### src/rtl/pipe_ctrl_seq.sv
// Pipeline control sequencer: carries the decoded control word through EX/MEM/WB,
// stalls issue during multi-cycle shifts and selects EX operand forwarding.
// Optional perf counters are built when PIPE_CTRL_PERF_EN is defined.
module pipe_ctrl_seq #(
    parameter int unsigned REG_AW    = 5,
    parameter int unsigned SHIFT_LAT = 3
) (
    input  logic              clk,
    input  logic              rst,
    input  logic              id_valid,
    output logic              id_ready,
    input  logic              id_reg_write,
    input  logic              id_shift,
    input  logic              id_imm_sel,
    input  logic [3:0]        id_aluop,
    input  logic [REG_AW-1:0] id_rs1,
    input  logic [REG_AW-1:0] id_rs2,
    input  logic [REG_AW-1:0] id_rd,
    input  logic              flush,
    output logic              ex_valid,
    output logic [3:0]        ex_aluop,
    output logic              ex_imm_sel,
    output logic              ex_shift,
    output logic              ex_done,
    output logic [1:0]        fwd_a,
    output logic [1:0]        fwd_b,
    output logic              wb_reg_write,
    output logic [REG_AW-1:0] wb_rd
`ifdef PIPE_CTRL_PERF_EN
    ,
    output logic [31:0]       perf_retired,
    output logic [31:0]       perf_stall
`endif
);

    localparam int unsigned CNT_W = 4;
    localparam int unsigned OP_W  = 4;
    localparam int unsigned FWD_W = 2;

    localparam logic [CNT_W-1:0] SHIFT_CNT = CNT_W'(SHIFT_LAT - 1);
    localparam logic [FWD_W-1:0] FWD_RF    = FWD_W'(0);
    localparam logic [FWD_W-1:0] FWD_MEM   = FWD_W'(1);
    localparam logic [FWD_W-1:0] FWD_WB    = FWD_W'(2);

    typedef struct packed {
        logic              valid;
        logic              reg_write;
        logic              shift;
        logic              imm_sel;
        logic [OP_W-1:0]   aluop;
        logic [REG_AW-1:0] rs1;
        logic [REG_AW-1:0] rs2;
        logic [REG_AW-1:0] rd;
        logic [CNT_W-1:0]  cnt;
    } ex_t;

    typedef struct packed {
        logic              valid;
        logic              reg_write;
        logic [REG_AW-1:0] rd;
    } ret_t;

    ex_t  ex_q;
    ret_t mem_q;
    ret_t wb_q;
    logic wb_we_q;

    logic ex_hold;
    logic mem_fwd_ok;
    logic wb_fwd_ok;

    // Shift holds EX until its countdown reaches zero
    assign ex_hold  = ex_q.valid & ex_q.shift & (ex_q.cnt != '0);
    assign id_ready = ~ex_hold;
    assign ex_done  = ex_q.valid & ~ex_hold;

    assign ex_valid   = ex_q.valid;
    assign ex_aluop   = ex_q.valid ? ex_q.aluop : OP_W'(0);
    assign ex_imm_sel = ex_q.valid & ex_q.imm_sel;
    assign ex_shift   = ex_q.valid & ex_q.shift;

    // EX stage register: flush > hold > issue > bubble
    always_ff @(posedge clk or posedge rst) begin
        if (rst) begin
            ex_q <= '0;
        end else if (flush) begin
            ex_q.valid <= 1'b0;
            ex_q.cnt   <= '0;
        end else if (ex_hold) begin
            ex_q.cnt <= ex_q.cnt - CNT_W'(1);
        end else if (id_valid) begin
            ex_q.valid     <= 1'b1;
            ex_q.reg_write <= id_reg_write;
            ex_q.shift     <= id_shift;
            ex_q.imm_sel   <= id_imm_sel;
            ex_q.aluop     <= id_aluop;
            ex_q.rs1       <= id_rs1;
            ex_q.rs2       <= id_rs2;
            ex_q.rd        <= id_rd;
            ex_q.cnt       <= id_shift ? SHIFT_CNT : CNT_W'(0);
        end else begin
            ex_q.valid <= 1'b0;
        end
    end

    // MEM and WB never stall; bubbles carry zeroed fields so wb_rd reads 0
    always_ff @(posedge clk or posedge rst) begin
        if (rst) begin
            mem_q   <= '0;
            wb_q    <= '0;
            wb_we_q <= 1'b0;
        end else begin
            if (ex_done & ~flush) begin
                mem_q.valid     <= 1'b1;
                mem_q.reg_write <= ex_q.reg_write;
                mem_q.rd        <= ex_q.rd;
            end else begin
                mem_q <= '0;
            end
            wb_q    <= mem_q;
            wb_we_q <= mem_q.valid & mem_q.reg_write & (mem_q.rd != '0);
        end
    end

    assign wb_reg_write = wb_we_q;
    assign wb_rd        = wb_q.rd;

    assign mem_fwd_ok = mem_q.valid & mem_q.reg_write & (mem_q.rd != '0);
    assign wb_fwd_ok  = wb_q.valid & wb_q.reg_write & (wb_q.rd != '0);

    // Operand forwarding, younger (MEM) result wins over WB
    always_comb begin
        fwd_a = FWD_RF;
        fwd_b = FWD_RF;
        if (ex_q.valid) begin
            if (mem_fwd_ok && (mem_q.rd == ex_q.rs1)) begin
                fwd_a = FWD_MEM;
            end else if (wb_fwd_ok && (wb_q.rd == ex_q.rs1)) begin
                fwd_a = FWD_WB;
            end
            if (!ex_q.imm_sel) begin
                if (mem_fwd_ok && (mem_q.rd == ex_q.rs2)) begin
                    fwd_b = FWD_MEM;
                end else if (wb_fwd_ok && (wb_q.rd == ex_q.rs2)) begin
                    fwd_b = FWD_WB;
                end
            end
        end
    end

`ifdef PIPE_CTRL_PERF_EN
    always_ff @(posedge clk or posedge rst) begin
        if (rst) begin
            perf_retired <= 32'd0;
            perf_stall   <= 32'd0;
        end else begin
            if (wb_q.valid) begin
                perf_retired <= perf_retired + 32'd1;
            end
            if (id_valid & ~id_ready) begin
                perf_stall <= perf_stall + 32'd1;
            end
        end
    end
`endif

endmodule

### config.mk
export PLATFORM = sky130hd
export DESIGN_NAME = pipe_ctrl_seq
export DESIGN_NICKNAME = d
export VERILOG_FILES = /design/src/rtl/pipe_ctrl_seq.sv
export SDC_FILE = /design/constraint.sdc
export NUM_CORES = 1
export LEC_CHECK = 0
export CAP_MARGIN = 25
export CORE_ASPECT_RATIO = 1.75
export CORE_UTILIZATION = 47
export CTS_BUF_LIST = sky130_fd_sc_hd__clkbuf_2 sky130_fd_sc_hd__clkbuf_4 sky130_fd_sc_hd__clkbuf_8
export DETAILED_ROUTE_END_ITERATION = 10
export GPL_TIMING_DRIVEN = 0
export PLACE_DENSITY = 0.78
export SLEW_MARGIN = 10
export SYNTH_ARGS = -nofsm -noshare
export SYNTH_HDL_FRONTEND = slang
export SYNTH_SLANG_ARGS = --single-unit
### constraint.sdc
create_clock -name clk -period 1.9 [get_ports clk]
set_input_delay 0.38 -clock clk [delete_from_list [all_inputs] [get_ports clk]]
set_output_delay 0.38 -clock clk [all_outputs]
set_load 0.01 [all_outputs]
Word level (Yosys, flattened, before mapping)
Index checks and enable logic that the tools add are counted.
- output and inout port bits: 19
- input bits: 26
- register bits after elaboration: 42
- word-level logic and storage cells: 58
- muxes and demuxes: 16
- reductions and logical operators: 9
- bitwise operators: 11
- add/subtract/negate cells: 1
- eq/ne operators: 5
- operator list (operator ; count):
    2-to-1 mux 26 bit ; 1
    2-to-1 mux 23 bit ; 1
    == test 5 bit ; 4
    2-to-1 mux 2 bit ; 8
    2-to-1 mux 4 bit ; 3
    nonzero test 5 bit ; 2
    bitwise AND 1 bit ; 9
    2-to-1 mux 7 bit ; 1
    logical AND 1 bit ; 4
    nonzero test 4 bit ; 1
    subtractor 4 x 1 -> 4 bit (second input constant) ; 1
    AND reduction 3 bit ; 1
    nonzero test 3 bit ; 1
    2-to-1 mux 1 bit ; 2
    inequality test 2 bit (second input constant) ; 1
    NOT 1 bit ; 2

Logic depth before layout (Yosys ltp)
Gate-level depths: netlist of the first run.
- word-level depth: 7
- depth in mapped cells: 8
- depth with buffers taken out: 7

Worst setup path after synthesis of the first run
Ideal clock, no wire load.
- path kind: reg-to-output
- from: register mem_q[1] (netlist bit)
- to: output fwd_b[1]
- buffers on the path: 0
- arrival: 1.595 ns
- cell stages (with the launch flop): 5
- path slack: -0.075 ns
- data required time: 1.520 ns
- cell sequence: dfrtp_1 > or4_1 > o211ai_1 > or4_1 > nor3b_1
- longest elaborated chain between the ends: 6
- elaborated cells on any way between the ends: 7
- classes of those cells: eq/ne: 1; mux: 3; bitwise: 1; reduce/logical: 2
- ends and longest elaborated chain (element ; RTL line ; text):
    start, declared ; 64 ; ret_t mem_q;
    nonzero test 5 bit ; 128 ; assign mem_fwd_ok = mem_q.valid & mem_q.reg_write & (mem_q.rd != '0);
    bitwise AND 1 bit ; 128 ;
    logical AND 1 bit * ; 142 ; if (mem_fwd_ok && (mem_q.rd == ex_q.rs2)) begin
    2-to-1 mux 2 bit * ; 142 ;
    2-to-1 mux 2 bit * ; 141 ; if (!ex_q.imm_sel) begin
    2-to-1 mux 2 bit * ; 135 ; if (ex_q.valid) begin
    end, declared ; 26 ; output logic [1:0] fwd_b,
Mark *: on every way between the ends. The rest lies on a longest branch, timed or not.

Final worst setup path of the first run
- from: register mem_q[3] (netlist bit)
- to: output fwd_b[1]
The elaborated chain is that of the path after synthesis.

==> results of run 1 <==
power by group through the flow:
stage	Combinational, uW	Sequential (uW)	Clock, uW
floorplan	248	1050	0
global placement	354	1080	0
detailed placement	373	1080	0
CTS	428	1060	585
global route	477	1080	622
finish	444	1070	577
worst max-delay path, stage by stage (launching register included):
cell and delay (ns):
dfrtp_1 0.39, or4_4 0.54, o211ai_1 0.21, buf_4 0.16
or4_4 0.13, nor3b_4 0.20, buf_2 0.16
layout make-up:
cell class / instances / share of cell area
Buffer: 7 / 0.02413
Clock inverter: 3 / 0.007197
Clock buffer: 5 / 0.02329
Sequential cell: 42 / 0.3556
Inverter: 5 / 0.008044
Multi-Input combinational cell: 93 / 0.3146
Timing Repair Buffer: 74 / 0.2464
Tap cell: 49 / 0.02075
cells in the final DEF (no fill, tap or decap), types with 3 or more instances in the layout:
master,synthesis,final
xnor2_1,8,6
clkbuf_8,0,6
xor2_1,12,12
buf_6,2,13
dlygate4sd2_1,0,5
and2_1,14,12
clkdlybuf4s50_1,0,33
nand2_1,3,3
buf_2,0,4
nor4_1,4,3
and2_4,1,3
nand3_1,3,3
buf_12,0,3
inv_2,0,4
dfrtp_1,42,42
mux2_4,20,20
buf_4,5,21
Yosys cell counts:
cell type | count | share of area
nor3b_2 | 1 | 0.0063
nand4b_1 | 1 | 0.0044
xnor2_1 | 8 | 0.035
clkbuf_1 | 1 | 0.0019
nand2_1 | 3 | 0.0056
inv_1 | 4 | 0.0075
nand3_1 | 3 | 0.0075
and2_1 | 14 | 0.044
a21oi_1 | 2 | 0.0050
a211oi_1 | 1 | 0.0038
xor2_1 | 12 | 0.053
o21ai_0 | 1 | 0.0025
or3b_1 | 1 | 0.0044
o211a_1 | 1 | 0.0050
mux2i_1 | 1 | 0.0050
nor3_1 | 1 | 0.0025
ha_1 | 2 | 0.013
dfrtp_1 | 42 | 0.53
o211ai_1 | 2 | 0.0075
mux2_2 | 2 | 0.011
o31a_1 | 1 | 0.0044
or4_1 | 3 | 0.011
buf_6 | 2 | 0.011
nand3b_1 | 2 | 0.0075
a31oi_1 | 1 | 0.0031
nand3b_4 | 1 | 0.010
clkinv_2 | 1 | 0.0025
buf_4 | 5 | 0.019
nor4_1 | 4 | 0.013
nor3b_1 | 2 | 0.0075
mux2_4 | 20 | 0.15
nor2_1 | 2 | 0.0038
and2_4 | 1 | 0.0044
cell families (layout without fill, tap and decap cells):
group / after synthesis / in the layout / synth area share
AO/OA/AOI/OAI: 9 / 9 / 0.03139
XOR/XNOR: 20 / 20 / 0.08789
adder cells (fa/ha/maj): 2 / 2 / 0.01255
buffers and inverters: 13 / 94 / 0.04205
flip-flops: 42 / 42 / 0.5273
multiplexers: 23 / 23 / 0.1670
AND/OR/NAND/NOR: 39 / 39 / 0.1318
metrics by stage:
step           setup TNS (ns)  power (uW)  worst slack, ns  hold WS (ns)
3_5_place_dp           -5.988        1456          -0.6422        0.3613
4_1_cts                -5.722        2077          -0.5150        0.3151
2_1_floorplan               0        1301         0.004671        0.3539
6_report               -5.373        2093          -0.5813        0.3123
3_3_place_gp           -13.05        1430          -0.5971        0.3599
5_1_grt                -7.060        2181          -0.6510        0.3235
registers in the layout (all words and copies together) (netlist names):
name	cells
ex_q	26
mem_q	7
wb_rd	5
wb_q	2
ex_valid	1
wb_reg_write	1
worst paths after layout:
check	endpoint	slack, ns	cells after the start
setup / recovery	fwd_b[1]	-0.58	6
hold / removal	ex_q[22]$_DFFE_PP0P_	0.31	2
setup reg to reg	ex_q[22]$_DFFE_PP0P_	-0.21	10
hold reg to reg	wb_q[5]$_DFF_PP0_	0.38	0
max in group asynchronous	ex_q[4]$_DFFE_PP0P_	1.16	3
min in group clk	wb_q[5]$_DFF_PP0_	0.38	0
routing by layer:
| layer | vias up | GRT usage | wire [microns] |
|---|---|---|---|
| met5 | - | 0 | 0 |
| met4 | 0 | 0.1302 | 147 |
| met3 | 14 | 0.03819 | 187 |
| met2 | 53 | 0.4498 | 2946 |
| met1 | 730 | 0.2677 | 1888 |
| li1 | 669 | - | - |
timing repair:
action                                  4_1_cts  5_1_grt
endpoints found under the hold margin         0        0
cloned                                        2        0
pin swaps                                     5        8
setup buffers                                34        6
endpoints found under the setup margin       31       36
gates resized for setup                      58       15
==> impl_metrics.toml, run 1 <==
[sta]
fin_crit_ns = 2.481
worst_slack_ns = -0.5813
rsz0062_at_grt = "true"
fmax_mhz = 403.0
tightestPinTransition_ns = 0.4017
hold_viol = 0
relSlewSlack = 0.7311
setup_viol = 28
slew_viol_final = 0
fin_crit_sh = 1.306
fin_skew_ns = 0.004000

[routing]
drt_iter0_markers = 26
dr_total_vias = 1466
ant_nets = 0
drc = 0
wl_per_cell_microns = 18.60
first_pass_iters = 4
via_per_inst = 5.273
wl_microns = 5170

[synth]
synth_cell_types = 33
ys_seq_elements = 42
ys_seq_area_frac = 0.5273
avgSynthCellArea_sq_um = 13.47
synth_cells = 148
yosysWarningCount = 0
synth_area_sq_mm = 0.001993
synth_nets = 176

[critical_path]
endpoint_kind = "primary output"
setup.worst_path.start = "mem_q[3]$_DFF_PP0_"
startpoint_type = "register"
crit_required_ns = 1.52
cp.arrival_ns = 2.10
crit_type = "reg -> out"
r2r_start = "ex_q[1]$_DFFE_PP0P_"
crit_fanout = 2

[floorplanning]
placeableCoreArea_sq_mm = 0.004111
dieArea_sq_mm = 0.004515
io-pin-count = 45
dieHeight_microns = 88.15
die_x_microns = 51.23
rows = 31
start_util = 0.4848

[grt]
gr-total-overflow = 0
grt.total_usage = 0.2468
grt_antenna_before_repair = 0
grt_pass1_vias = 1605
grt_max_degree = 35
grt_pass1_wl_microns = 7948

[power]
internal_power_uw = 1528
p_sw_uw = 564.6
p_clk_frac = 0.276
seqPwrFrac = 0.512
irDropWorstVdd_mv = 0.4722
swShare = 0.2698
leakage_uw = 0.001414
powerDensity_mw_per_mm2 = 708.0
power_frac_comb = 0.212

[clock_network]
root_buffer = "clkbuf_8"
clock_path_buffers = 2
numCtsBuffers = 5
clock_latency_ns = 0.30
clock_sinks = 42
cts_tree = "done"
hold_buffers = 0
clkTransAtPathRegs_ns = 0.08
cts_max_level = 2

[run_status]
outcome = "finished with violations"
violations = "negative setup slack"

[place]
port_buffers = 44
dp.cells = 242
dpl-instance-area_sq_mm = 0.002520
globalplace.congestion = 0.8035
dp_hpwl_microns = 3126

[final_layout]
finish.utilization = 0.7188
final_layout_size_suffix_gt1_frac = 0.4017
n_fill_cell = 285
seq_area_sq_mm = 0.001051
instances_no_fill = 278
stdcell_area_sq_mm = 0.002955
final_nets = 256
multi_input_comb_area_sq_um = 929.6
syn2layout_area_growth_pct = 48.27
antenna_cells = 0

[min_path]
hp-class = "in -> async"

[run]
max_cap_viol_count = 0
(Power assumes the default switching activity.)
==> run 2: changes to the inputs <==
- PLACE_DENSITY: 0.78 -> 0.84
==> impl_metrics.toml, run 2 (synthesis results as in run 1) <==
[final_layout]
instances_no_fill = 282
final_cell_mix = "42 x dfrtp_1, 33 x clkdlybuf4s50_1, 21 x mux2_4"
final_layout_size_suffix_gt1_frac = 0.4163
syn2layout_area_growth_pct = 52.29
stdcell_area_sq_mm = 0.003035
seq_area_sq_mm = 0.001051
regMostFlops = "ex_q"
final_common_cell = "dfrtp_1"
multi_input_comb_area_sq_um = 930.9
antenna_cells = 0
largest_reg_flops = 26
final_nets = 260
n_fill_cell = 277

[sta]
relSlewSlack = 0.7395
hold_viol = 0
worst_slack_ns = -0.5332
fin_crit_ns = 2.433
setup_tns_ns = -8.237
slew_viol_final = 0
fmax_mhz = 411.0
tightestPinTransition_ns = 0.3908
rsz0062_at_grt = "true"
fin_skew_ns = 0.006519
fin_crit_sh = 1.281
setup_viol = 35

[floorplanning]
dieArea_sq_mm = 0.004515
placeableCoreArea_sq_mm = 0.004111
start_util = 0.4848
die_x_microns = 51.23
io-pin-count = 45
dieHeight_microns = 88.15
rows = 31

[min_path]
hp-class = "in -> async"

[clock_network]
clock_path_buffers = 2
clock_latency_ns = 0.29
root_buffer = "clkbuf_8"
clkTransAtPathRegs_ns = 0.08
clock_sinks = 42
hold_buffers = 0
cts_max_level = 2
numCtsBuffers = 5
cts_tree = "done"

[power]
irDropWorstVdd_mv = 0.8467
powerDensity_mw_per_mm2 = 735.0
leakage_uw = 0.001508

[grt]
gr-total-overflow = 0
grt_pass1_vias = 1607
grt_pass1_wl_microns = 7831
grt_antenna_before_repair = 0
grt_max_degree = 40
grt.total_usage = 0.2469

[routing]
dr_total_vias = 1475
drt_iter0_markers = 38
via_per_inst = 5.230
wl_microns = 5173
wl_per_cell_microns = 18.34
first_pass_iters = 4
ant_nets = 0
drc = 0

[critical_path]
crit_required_ns = 1.52
cp.arrival_ns = 2.05
endpoint_kind = "primary output"
reg2reg_slack_ns = -0.46
startpoint_type = "register"
r2r_start = "mem_q[2]$_DFF_PP0_"
reg2reg_to = "wb_reg_write$_DFF_PP0_"
crit_fanout = 3
reg2reg_depth = 15
crit_type = "reg -> out"

[place]
globalplace.congestion = 0.7247
dp_hpwl_microns = 2713
place_ws_ns = -0.5705
port_buffers = 44
dp.cells = 242
dpl-instance-area_sq_mm = 0.002520

[run]
max_cap_viol_count = 0

[run_status]
violations = "negative setup slack"
outcome = "finished with violations"
==> run 2: worst max-delay path, stage by stage, from the launching register on <==
cell and delay [ns]:
dfrtp_1 0.39, or4_1 0.52, o211ai_1 0.24, buf_4 0.18, or4_4 0.12, nor3b_2 0.15
buf_2 0.15
==> run 2: worst max-delay path by stage <==
stage                        startpoint                    to  depth (start not counted)
global route         mem_q[2]$_DFF_PP0_              fwd_b[1]                          6
floorplan           ex_q[0]$_DFFE_PP0P_  ex_q[10]$_DFFE_PP0P_                          8
global placement     mem_q[1]$_DFF_PP0_              fwd_b[1]                          5
finish               mem_q[2]$_DFF_PP0_              fwd_b[1]                          6
CTS                  mem_q[3]$_DFF_PP0_              fwd_b[1]                          6
detailed placement   mem_q[1]$_DFF_PP0_              fwd_b[1]                          5
==> run 2: layer usage <==
metal / up-vias / share of wire / GRT usage
met5: - / 0 / 0
met4: 0 / 0.037 / 0.1572
met3: 14 / 0.030 / 0.03819
met2: 48 / 0.57 / 0.4354
met1: 743 / 0.36 / 0.2692
li1: 670 / - / -
==> run 2: power breakdown <==
group | switching, uW | total, uW | internal [uW]
sequential | 91.0 | 1070 | 980
clock | 321 | 715 | 394
combinational | 153 | 446 | 293
==> run 2: timing repair <==
item,4_1_cts,5_1_grt
buffers inserted,36,4
cloned,2,0
pin swaps,7,10
gates resized for setup,58,17
setup endpoints to repair,31,40
==> run 2: final cells by class <==
type | instances | share of cell area
Sequential cell | 42 | 0.3462
Buffer | 7 | 0.02350
Multi-Input combinational cell | 93 | 0.3067
Clock inverter | 3 | 0.01443
Timing Repair Buffer | 78 | 0.2585
Clock buffer | 5 | 0.02267
Inverter | 5 | 0.007832
Tap cell | 49 | 0.02020
==> run 2: metrics by stage <==
stage	utilization	hold WS [ns]	power [uW]
final	0.7383	0.2797	2231
after global routing	0.7383	0.2784	2328
after CTS	0.7377	0.2698	2222
after detailed placement	0.6129	0.3730	1450
after global placement	0.6080	0.3615	1436
after floorplan	-	0.3539	1301
